`config.mk`:
```
export PLATFORM = sky130hd
export DESIGN_NAME = mem_access
export DESIGN_NICKNAME = d
export VERILOG_FILES = /design/src/rtl/riscv_mem_pkg.sv /design/src/rtl/mem_lane_align.sv /design/src/rtl/mem_access.sv
export SDC_FILE = /design/constraint.sdc
export NUM_CORES = 1
export LEC_CHECK = 0
export ABC_AREA = 1
export BUFFER_PORTS_ARGS = -buffer_cell sky130_fd_sc_hd__buf_2
export CAP_MARGIN = 0
export CORE_ASPECT_RATIO = 1.5
export CORE_UTILIZATION = 38
export CTS_CLUSTER_DIAMETER = 150
export DETAILED_ROUTE_END_ITERATION = 6
export GPL_TIMING_DRIVEN = 0
export MAX_ROUTING_LAYER = met4
export PLACE_DENSITY = 0.7
export SKIP_CTS_REPAIR_TIMING = 1
export SLEW_MARGIN = 20
export SYNTH_ARGS = -nofsm -noshare
export SYNTH_HDL_FRONTEND = slang
export SYNTH_HIERARCHICAL = 1
export SYNTH_SLANG_ARGS = --single-unit
```
`constraint.sdc`:
```
create_clock -name clk -period 2 [get_ports clk]
set_input_delay 0.2 -clock clk [delete_from_list [all_inputs] [get_ports clk]]
set_output_delay 0.2 -clock clk [all_outputs]
set_load 0.02 [all_outputs]
```
`src/rtl/riscv_mem_pkg.sv`:
```
// Shared MEM-stage encodings: access sizes, load/store funct3 codes, MemRW bits, FSM states.
// Latency: n/a (definitions only).
// Backpressure: n/a.
package riscv_mem_pkg;

    localparam logic [1:0] DSIZE_B = 2'b00;
    localparam logic [1:0] DSIZE_H = 2'b01;
    localparam logic [1:0] DSIZE_W = 2'b10;

    localparam logic [2:0] F3_LB  = 3'b000;
    localparam logic [2:0] F3_LH  = 3'b001;
    localparam logic [2:0] F3_LW  = 3'b010;
    localparam logic [2:0] F3_LBU = 3'b100;
    localparam logic [2:0] F3_LHU = 3'b101;
    localparam logic [2:0] F3_SB  = 3'b000;
    localparam logic [2:0] F3_SH  = 3'b001;
    localparam logic [2:0] F3_SW  = 3'b010;

    localparam int MEMRW_LD = 1;
    localparam int MEMRW_ST = 0;

    typedef enum logic {
        ST_IDLE = 1'b0,
        ST_WAIT = 1'b1
    } mem_state_e;

    // Halves need an even address, words a 4-byte aligned one; an unknown size is checked as a word.
    function automatic logic is_misaligned(input logic [1:0] dsize, input logic [1:0] addr_lo);
        case (dsize)
            DSIZE_B: return 1'b0;
            DSIZE_H: return addr_lo[0];
            default: return addr_lo != 2'b00;
        endcase
    endfunction

endpackage

```
`src/rtl/mem_lane_align.sv`:
```
// Byte-lane formatting: store replication/strobes and load lane select with sign/zero extension.
// Latency: purely combinational.
// Backpressure: none; outputs follow inputs.
module mem_lane_align
    import riscv_mem_pkg::*;
(
    input  logic [31:0] st_data,
    input  logic [1:0]  st_addr_lo,
    input  logic [1:0]  st_dsize,
    input  logic        st_is_store,
    output logic [31:0] st_wdata,
    output logic [3:0]  st_wstrb,
    input  logic [31:0] ld_rdata,
    input  logic [1:0]  ld_addr_lo,
    input  logic [2:0]  ld_funct3,
    output logic [31:0] ld_data
);

    logic [31:0] lane;

    always_comb begin
        st_wdata = st_data;
        st_wstrb = 4'b1111;
        case (st_dsize)
            DSIZE_B: begin
                st_wdata = {4{st_data[7:0]}};
                st_wstrb = 4'b0001 << st_addr_lo;
            end
            DSIZE_H: begin
                st_wdata = {2{st_data[15:0]}};
                st_wstrb = 4'b0011 << {st_addr_lo[1], 1'b0};
            end
            default: begin
                st_wdata = st_data;
                st_wstrb = 4'b1111;
            end
        endcase
        if (!st_is_store) begin
            st_wstrb = 4'b0000;
        end
    end

    always_comb begin
        lane = ld_rdata >> {ld_addr_lo, 3'b000};
        case (ld_funct3)
            F3_LB:   ld_data = {{24{lane[7]}}, lane[7:0]};
            F3_LBU:  ld_data = {24'h0, lane[7:0]};
            F3_LH:   ld_data = {{16{lane[15]}}, lane[15:0]};
            F3_LHU:  ld_data = {16'h0, lane[15:0]};
            F3_LW:   ld_data = lane;
            default: ld_data = ld_rdata;
        endcase
    end

endmodule

```
`src/rtl/mem_access.sv`:
```
// RV32 MEM stage: runs one data-memory req/ack transaction per load/store and fills MEM/WB.
// Latency: 1 cycle for non-memory ops; loads/stores complete on the ack edge (min 2 cycles).
// Backpressure: mem_stall holds upstream while a request is outstanding; released by ack or timeout.
module mem_access
    import riscv_mem_pkg::*;
#(
    parameter int ACK_TIMEOUT = 255,
    parameter int TMO_W       = 8
) (
    input  logic        clk,
    input  logic        rst,
    input  logic [31:0] ALU_co_pype,
    input  logic [31:0] read_data2_pype2,
    input  logic [1:0]  MemRW_pype2,
    input  logic [1:0]  dsize_pype2,
    input  logic [2:0]  funct3_pype2,
    input  logic [4:0]  WReg_pype2,
    input  logic [2:0]  writeback_control_pype2,
    input  logic [31:0] PCp4_pype2,
    output logic        dmem_req,
    output logic        dmem_we,
    output logic [31:0] dmem_addr,
    output logic [31:0] dmem_wdata,
    output logic [3:0]  dmem_wstrb,
    input  logic        dmem_ack,
    input  logic [31:0] dmem_rdata,
    output logic        mem_stall,
    output logic        mem_misaligned,
    output logic        mem_bus_err,
    output logic [31:0] mem_fault_addr,
    output logic [31:0] load_data_pype3,
    output logic [31:0] ALU_co_pype3,
    output logic [4:0]  WReg_pype3,
    output logic [2:0]  writeback_control_pype3,
    output logic [31:0] PCp4_pype3
);

    localparam logic [TMO_W:0] TMO_LIM = (TMO_W + 1)'(ACK_TIMEOUT);

    mem_state_e  state_q, state_d;
    logic        req_q, req_d;
    logic        we_q, we_d;
    logic [31:0] addr_q, addr_d;
    logic [31:0] wdata_q, wdata_d;
    logic [3:0]  wstrb_q, wstrb_d;
    logic [2:0]  funct3_q, funct3_d;
    logic [4:0]  wreg_lat_q, wreg_lat_d;
    logic [2:0]  wbc_lat_q, wbc_lat_d;
    logic [31:0] pcp4_lat_q, pcp4_lat_d;
    logic [TMO_W-1:0] tmo_cnt_q, tmo_cnt_d;
    logic        misaligned_q, misaligned_d;
    logic        bus_err_q, bus_err_d;
    logic [31:0] fault_addr_q, fault_addr_d;
    logic [31:0] ld_data_q, ld_data_d;
    logic [31:0] alu_p3_q, alu_p3_d;
    logic [4:0]  wreg_p3_q, wreg_p3_d;
    logic [2:0]  wbc_p3_q, wbc_p3_d;
    logic [31:0] pcp4_p3_q, pcp4_p3_d;

    logic        is_ld, is_st, access, misal, tmo_hit, stall;
    logic [31:0] fmt_wdata, fmt_rdata;
    logic [3:0]  fmt_wstrb;

    // MemRW=11 is a load, so the store bit only counts when the load bit is clear.
    assign is_ld   = MemRW_pype2[MEMRW_LD];
    assign is_st   = MemRW_pype2[MEMRW_ST] & ~is_ld;
    assign access  = is_ld | is_st;
    assign misal   = is_misaligned(dsize_pype2, ALU_co_pype[1:0]);
    assign tmo_hit = (ACK_TIMEOUT != 0) && (({1'b0, tmo_cnt_q} + (TMO_W + 1)'(1)) == TMO_LIM);

    mem_lane_align u_lane (
        .st_data     (read_data2_pype2),
        .st_addr_lo  (ALU_co_pype[1:0]),
        .st_dsize    (dsize_pype2),
        .st_is_store (is_st),
        .st_wdata    (fmt_wdata),
        .st_wstrb    (fmt_wstrb),
        .ld_rdata    (dmem_rdata),
        .ld_addr_lo  (addr_q[1:0]),
        .ld_funct3   (funct3_q),
        .ld_data     (fmt_rdata)
    );

    always_comb begin
        state_d      = state_q;
        req_d        = req_q;
        we_d         = we_q;
        addr_d       = addr_q;
        wdata_d      = wdata_q;
        wstrb_d      = wstrb_q;
        funct3_d     = funct3_q;
        wreg_lat_d   = wreg_lat_q;
        wbc_lat_d    = wbc_lat_q;
        pcp4_lat_d   = pcp4_lat_q;
        tmo_cnt_d    = tmo_cnt_q;
        misaligned_d = 1'b0;
        bus_err_d    = 1'b0;
        fault_addr_d = fault_addr_q;
        ld_data_d    = ld_data_q;
        alu_p3_d     = alu_p3_q;
        wreg_p3_d    = wreg_p3_q;
        wbc_p3_d     = wbc_p3_q;
        pcp4_p3_d    = pcp4_p3_q;
        stall        = 1'b0;
        case (state_q)
            ST_IDLE: begin
                if (!access || misal) begin
                    alu_p3_d  = ALU_co_pype;
                    wreg_p3_d = WReg_pype2;
                    wbc_p3_d  = writeback_control_pype2;
                    pcp4_p3_d = PCp4_pype2;
                    ld_data_d = 32'h0;
                    if (access) begin
                        misaligned_d = 1'b1;
                        fault_addr_d = ALU_co_pype;
                        wbc_p3_d     = 3'b000;
                    end
                end else begin
                    stall      = 1'b1;
                    req_d      = 1'b1;
                    we_d       = is_st;
                    addr_d     = ALU_co_pype;
                    wdata_d    = fmt_wdata;
                    wstrb_d    = fmt_wstrb;
                    funct3_d   = funct3_pype2;
                    wreg_lat_d = WReg_pype2;
                    wbc_lat_d  = writeback_control_pype2;
                    pcp4_lat_d = PCp4_pype2;
                    tmo_cnt_d  = '0;
                    state_d    = ST_WAIT;
                end
            end
            ST_WAIT: begin
                // Ack is checked first so a response arriving on the timeout cycle is kept.
                if (dmem_ack) begin
                    req_d     = 1'b0;
                    alu_p3_d  = addr_q;
                    wreg_p3_d = wreg_lat_q;
                    wbc_p3_d  = wbc_lat_q;
                    pcp4_p3_d = pcp4_lat_q;
                    ld_data_d = we_q ? 32'h0 : fmt_rdata;
                    state_d   = ST_IDLE;
                end else if (tmo_hit) begin
                    req_d        = 1'b0;
                    bus_err_d    = 1'b1;
                    fault_addr_d = addr_q;
                    wbc_p3_d     = 3'b000;
                    state_d      = ST_IDLE;
                end else begin
                    stall     = 1'b1;
                    tmo_cnt_d = tmo_cnt_q + TMO_W'(1);
                end
            end
            default: state_d = ST_IDLE;
        endcase
    end

    always_ff @(posedge clk) begin
        if (rst) begin
            state_q      <= ST_IDLE;
            req_q        <= 1'b0;
            we_q         <= 1'b0;
            addr_q       <= 32'h0;
            wdata_q      <= 32'h0;
            wstrb_q      <= 4'h0;
            funct3_q     <= 3'h0;
            wreg_lat_q   <= 5'h0;
            wbc_lat_q    <= 3'h0;
            pcp4_lat_q   <= 32'h0;
            tmo_cnt_q    <= '0;
            misaligned_q <= 1'b0;
            bus_err_q    <= 1'b0;
            fault_addr_q <= 32'h0;
            ld_data_q    <= 32'h0;
            alu_p3_q     <= 32'h0;
            wreg_p3_q    <= 5'h0;
            wbc_p3_q     <= 3'h0;
            pcp4_p3_q    <= 32'h0;
        end else begin
            state_q      <= state_d;
            req_q        <= req_d;
            we_q         <= we_d;
            addr_q       <= addr_d;
            wdata_q      <= wdata_d;
            wstrb_q      <= wstrb_d;
            funct3_q     <= funct3_d;
            wreg_lat_q   <= wreg_lat_d;
            wbc_lat_q    <= wbc_lat_d;
            pcp4_lat_q   <= pcp4_lat_d;
            tmo_cnt_q    <= tmo_cnt_d;
            misaligned_q <= misaligned_d;
            bus_err_q    <= bus_err_d;
            fault_addr_q <= fault_addr_d;
            ld_data_q    <= ld_data_d;
            alu_p3_q     <= alu_p3_d;
            wreg_p3_q    <= wreg_p3_d;
            wbc_p3_q     <= wbc_p3_d;
            pcp4_p3_q    <= pcp4_p3_d;
        end
    end

    assign dmem_req                = req_q;
    assign dmem_we                 = we_q;
    assign dmem_addr               = addr_q;
    assign dmem_wdata              = wdata_q;
    assign dmem_wstrb              = wstrb_q;
    assign mem_stall               = stall;
    assign mem_misaligned          = misaligned_q;
    assign mem_bus_err             = bus_err_q;
    assign mem_fault_addr          = fault_addr_q;
    assign load_data_pype3         = ld_data_q;
    assign ALU_co_pype3            = alu_p3_q;
    assign WReg_pype3              = wreg_p3_q;
    assign writeback_control_pype3 = wbc_p3_q;
    assign PCp4_pype3              = pcp4_p3_q;

endmodule

```
==> metrics.md, run 1 <==
| Metric | Value |
|---|---|
| Vias in the first global route | 12300 |
| Met2 Track Usage GR | 0.483 |
| Finished Layout Cells | 2585 |
| Crit share post-route | 1.10 |
| GRT Total Usage | 0.275 |
| Vert. Die Dim | 219 um |
| First-pass GRT wire length | 67000 um |
| Worst reg2reg path depth | 6 |
| Setup CP Type | reg -> out |
| Core Footprint | 30900 um^2 |
| Share of cells above drive strength 1 | 0.246 |
| Synth Register Bits | 260 |
| PnR worst setup slack | -194 ps |
| Count of cell types in the netlist | 35 |
| Final WL | 45300 um |
| Mapped Nets | 1844 |
| Final core utilization | 0.518 |
| # port buffers | 353 |
| Worst setup EP type | output port |
| Synth area leaders | dfxtp_1 44%, nand2_1 11%, nor2_1 9.4%, o21ai_0 8.0%, a21oi_1 6.3% |
| WL/cell | 17.5 um |
| Largest net degree at the start of global routing | 16 |
| DP HPWL | 34100 um |
| Register area share after synthesis | 0.436 |
| Synth top area share | 0.436 |
| Final Hold Fails | 1 |
| Worst Path Max Fanout | 5 |
| Synth Flop Type | dfxtp_1 |
| DRC viols | 0 |
| Slowest Stage Delay on Critical Path | 380 ps |
| TritonRoute pass-1 iters | 5 |
| Startpoint Class | register |
| Starting DRC count in detailed routing | 782 |
| Hold Path End | dmem_addr[21] |
| Final setup violation count | 1 |
| Num rows | 79 |
| Status | complete, but fails checks |
| Total Power | 0.0148 W |
| Pwr dens | 926 nW/um^2 |
| Layout area overhead | 34.0% |
| Fillcell total | 3042 |
| HP Start | ALU_co_pype[21] |
| Post-synth EDFFs | 0 |
| Maximum vdd drop | 0.000819 V |
| Failing checks | hold timing, setup timing |
| Hold path cells | 3 |
| Reg2reg end | load_data_pype3[23] |
| Slowest stage cell, crit path | dfxtp_4 |
| Data arrival, critical path | 1990 ps |
| Clk slew on worst S/H paths | 70 ps |
| TNS Setup | -194 ps |
| Tmin final | 2190 ps |
| Grt ovf | 0 |
| Via count | 13200 |
| Fin Hold WS | -28.1 ps |
| Leak Pwr | 7.58 nW |
| Max cap viols | 0 |
| Synthesis Warnings | 6 |
| Die width | 147 um |
| Cell Area, Synth | 11900 um^2 |
| Crit path max-delay family | simple AND/OR/NAND/NOR gates |
| Maximum clock insertion buffer count | 3 |
| GRT Max-Usage Layer | met2 |
| Initial Util | 0.386 |
| Clk_lat worst skew | 550 ps |
| Post-Place Cells | 2454 |
| Final nets | 2308 |
| Die area | 32200 um^2 |
| # clock sinks | 260 |
| Initial antenna violation count | 1 |
| CP Cell Sequence | ha_4, inv_2, nand2_2, nand2_2, nor2_2, nand2_1, nor2_2, nand2_2, nand2_4, buf_8, nand2_4, buf_6 |
| Clock skew | 11.2 ps |
| M3 GR Usage | 0.0520 |
| Slew headroom | 0.386 |
| Num CTS Buffers | 26 |
| Reg-to-reg slack, setup | 20 ps |
| CP Data Required Time | 1800 ps |
| Crit-path most repeated cell | nand2_2 |
| Area leader, netlist | dfxtp_1 |
| Worst slew pin tran | 918 ps |
| Root Driver | clkbuf_16 |
| Place WS | -642 ps |
| FF-to-FF Start | state_q |
| Mapped Cells | 1696 |
| Achievable Freq | 456 MHz |
| Footprint of the multi-input gates | 5790 um^2 |
| CTS tree | built |
| ANT nets after route | 0 |
| Hold Path Class | in -> reg |
| GPL Wtd Cong | 0.938 |
| Syn Area/Cell | 7.05 um^2 |
| Worst path buffer plus inverter count | 3 |
| Max Transition Viols Final | 0 |
| DR vias/cell | 5.12 |
| H-tree levels | 1 |
| Post-synth ARST share | 0 |
| RSZ-0062 raised after global routing | yes |
| Top Ports | 355 |
| FF/Latch Area | 5220 um^2 |
| M1 GR Usage | 0.297 |
[sequential cells by signal (all words and copies together), names as in the netlist]
signal and cells:
dmem_we 1, PCp4_pype3 32, funct3_q 3, tmo_cnt_q 8, pcp4_lat_q 32, wbc_lat_q 3
ALU_co_pype3 32, mem_fault_addr 32, dmem_wdata 32, mem_bus_err 1, dmem_addr 32, WReg_pype3 5
state_q 1, load_data_pype3 32, dmem_req 1, mem_misaligned 1, wreg_lat_q 5, dmem_wstrb 4
writeback_control_pype3 3
[synthesized netlist by cell type (4+ instances only)]
cell        n
nand2_1   349
nor2_1    300
dfxtp_1   260
o21ai_0   190
a21oi_1   151
nand3_1   104
inv_1      80
clkbuf_1   54
buf_2      43
mux2i_1    30
buf_4      26
nand4_1    26
a211oi_1   22
a211oi_2   10
inv_2       8
o211a_1     6
buf_1       4
buf_6       4
nand2_2     4
[stage by stage]
step,hold slack [ps],instance area (um^2)
2_1_floorplan,343,11900
3_3_place_gp,438,14200
3_5_place_dp,445,14200
4_1_cts,-124,15100
5_1_grt,1.96,16000
6_report,-28.1,16000
[worst register-to-register path: stages (launching register included)]
cell and delay (ps):
dfxtp_1 310, buf_4 210, inv_2 150, nor2_1 530, buf_1 410, nand3_1 150
a21oi_1 140
[area by class of cell]
| cell class | instances | area share |
|---|---|---|
| antenna | 1 | 0.000156 |
| clock buffer | 31 | 0.0437 |
| inverter | 90 | 0.0215 |
| sequential | 260 | 0.326 |
| timing repair buffer | 437 | 0.161 |
| clock inverter | 16 | 0.0102 |
| tap | 405 | 0.0316 |
| buffer | 130 | 0.0442 |
| multi-input combinational | 1215 | 0.362 |
[report_power, final]
group / switching (W) / internal, W / leakage (nW)
clock network: 0.00219 / 0.00278 / 0.416
registers: 0.000309 / 0.00571 / 2.15
logic: 0.00252 / 0.00132 / 5.01
total: 0.00502 / 0.00980 / 7.58
[layout by cell type, fill, tap and decap left out, drive strengths merged, types with 2 or more instances in the layout]
master	instances
a211oi	32
clkbuf	88
clkinvlp	5
nand4	26
o211a	6
inv	88
buf	437
nor2	305
ha	2
nand3	107
dlygate4sd3	72
clkinv	11
o21ai	193
nand2	355
bufinv	2
a21oi	152
mux2i	30
dfxtp	260
xor2	2
nor3	3
[per-layer routing]
layer	routed length (um)	up-vias
li1	-	6483
met1	17000	6127
met2	23100	511
met3	3280	108
met4	1970	0
met5	0	-
[worst max-delay path by stage]
stage / slack [ps] / from / cells past startpoint / endpoint
floorplan: 360 / tmo_cnt_q[1] / 11 / mem_stall
global placement: -610 / rst / 6 / mem_fault_addr[0]
detailed placement: -640 / rst / 5 / WReg_pype3[0]
CTS: -750 / state_q / 7 / mem_stall
global route: -350 / tmo_cnt_q[4] / 11 / mem_stall
finish: -190 / tmo_cnt_q[1] / 12 / mem_stall
[logic make-up after synthesis]
family | share of synthesized area
AO/OA/AOI/OAI | 0.175
AND/OR/NAND/NOR | 0.276
XOR/XNOR | 0.00147
multiplexers | 0.0251
adder cells (fa/ha/maj) | 0.00209
flip-flops | 0.436
buffers and inverters | 0.0846
Power figures use the tool's default switching activity.
==> run 2, diff against run 1 <==
- CTS_BUF_LIST: unset -> sky130_fd_sc_hd__clkbuf_8
==> run 2 against run 1 <==
Effect of this change:
- the run still ends with hold timing, setup timing left
- global-route usage increased by 0.26 points
- critical path depth unchanged
- via count increased by 1.2%
- first-iteration DRC count increased by 4.9%
- sequential share of layout area about the same
- critical path type unchanged
- largest cell class unchanged
==> metrics.md, run 2 (synthesis gave the netlist of run 1 again) <==
| Metric | Value |
|---|---|
| Maximum vdd drop | 0.000525 V |
| Final nets | 2323 |
| Tmin final | 2220 ps |
| First-pass GRT wire length | 67500 um |
| Maximum clock insertion buffer count | 3 |
| Place WS | -642 ps |
| Core Footprint | 30900 um^2 |
| CP Data Required Time | 1800 ps |
| Clock skew | 24.9 ps |
| Leak Pwr | 7.64 nW |
| Worst slew pin tran | 878 ps |
| GRT Total Usage | 0.278 |
| # port buffers | 353 |
| Root Driver | clkbuf_8 |
| Achievable Freq | 451 MHz |
| Worst setup EP type | output port |
| Vert. Die Dim | 219 um |
| # clock sinks | 260 |
| Fin Hold WS | -6.39 ps |
| Final WL | 45800 um |
| Initial antenna violation count | 0 |
| Placed Area | 14200 um^2 |
| CTS tree | built |
| Setup CP Type | reg -> out |
| Via count | 13400 |
| Status | complete, but fails checks |
| Startpoint Class | register |
| Layout area overhead | 34.1% |
| RSZ-0062 raised after global routing | yes |
| Max Transition Viols Final | 0 |
| Die width | 147 um |
| Num rows | 79 |
| Die area | 32200 um^2 |
| DRC viols | 0 |
| Num CTS Buffers | 43 |
| N_diodes | 0 |
| Fillcell total | 3070 |
| Starting DRC count in detailed routing | 820 |
| Crit share post-route | 1.11 |
| Worst Path Max Fanout | 5 |
| Worst reg2reg path depth | 6 |
| Data arrival, critical path | 2020 ps |
| ANT nets after route | 0 |
| H-tree levels | 2 |
| GPL Wtd Cong | 0.938 |
| Share of cells above drive strength 1 | 0.253 |
| DR vias/cell | 5.12 |
| Slew headroom | 0.414 |
| Top Ports | 355 |
| DP HPWL | 34100 um |
| Most frequent cells in the layout | 391 x buf_2, 346 x nand2_1, 298 x nor2_1, 256 x dfxtp_1, 190 x o21ai_0 |
| Initial Util | 0.386 |
| TNS Setup | -268 ps |
| Largest net degree at the start of global routing | 12 |
| Vias in the first global route | 12400 |
| Max cap viols | 0 |
| Final Hold Fails | 4 |
| Final core utilization | 0.518 |
| Grt ovf | 0 |
| Pwr dens | 920 nW/um^2 |
| WL/cell | 17.5 um |
| Clk slew on worst S/H paths | 60 ps |
| Failing checks | hold timing, setup timing |
| Clk_lat worst skew | 590 ps |
| Hold path cells | 5 |
| TritonRoute pass-1 iters | 5 |
| Commonest non-fill, non-tap cell in the layout | buf_2 |
| PnR worst setup slack | -216 ps |
| Finished Layout Cells | 2614 |
| Post-route cell area | 16000 um^2 |
| Hold Path Class | in -> reg |
| Final setup violation count | 4 |
| Post-Place Cells | 2454 |
## run 2: changes by cell type in the layout (fill, tap and decap cells not counted), moves of 2 or more
cell / change
clkbuf_1: -2
inv_1: +9
buf_4: -2
clkbuf_8: +47
clkinv_2: +6
clkbuf_16: -26
clkinv_4: -3
## run 2: through the flow
step	hold slack (ps)	power, W
floorplan	343	0.00839
global placement	438	0.00971
detailed placement	445	0.00975
CTS	-158	0.0146
global route	3.19	0.0155
finish	-6.39	0.0147
## run 2: critical path: stages, from the launching register on
cell     delay, ps
dfxtp_4        380
ha_4           160
inv_2           40
nand2_2         50
nand2_2         60
nor2_2          90
nand2_1         70
nor2_2         120
nand2_2         90
nand2_4         90
buf_8          110
nand2_4         40
buf_6          130
## run 2: per-layer routing
layer | GRT usage | share of wire | vias up
li1 | - | - | 6523
met1 | 0.296 | 0.37 | 6181
met2 | 0.481 | 0.51 | 551
met3 | 0.0586 | 0.076 | 135
met4 | 0.148 | 0.048 | 0
met5 | - | 0 | -
## run 2: final timing paths
kind | endpoint | slack (ps) | from
worst max-delay path | mem_stall | -220 | tmo_cnt_q[1]
worst min-delay path | dmem_wdata[10] | -6 | read_data2_pype2[10]
worst max register to register | load_data_pype3[23] | -30 | state_q
worst min register to register | wbc_lat_q[0] | 450 | wbc_lat_q[0]
## run 2: power by group
| part | switching, W | leakage, nW | total, W | internal (W) |
|---|---|---|---|---|
| Clock | 0.00232 | 0.488 | 0.00489 | 0.00257 |
| Combinational | 0.00253 | 5.00 | 0.00384 | 0.00131 |
| Sequential | 0.000307 | 2.15 | 0.00602 | 0.00571 |
| Total | 0.00515 | 7.64 | 0.0147 | 0.00959 |
## run 2: cell type report
| class | instances | area (um^2) | area share |
|---|---|---|---|
| clock inverter | 29 | 200 | 0.0125 |
| clock buffer | 50 | 688 | 0.0430 |
| timing repair buffer | 435 | 2570 | 0.160 |
| inverter | 90 | 344 | 0.0215 |
| multi-input combinational | 1215 | 5790 | 0.362 |
| sequential | 260 | 5210 | 0.325 |
| buffer | 130 | 706 | 0.0440 |
| tap | 405 | 507 | 0.0316 |
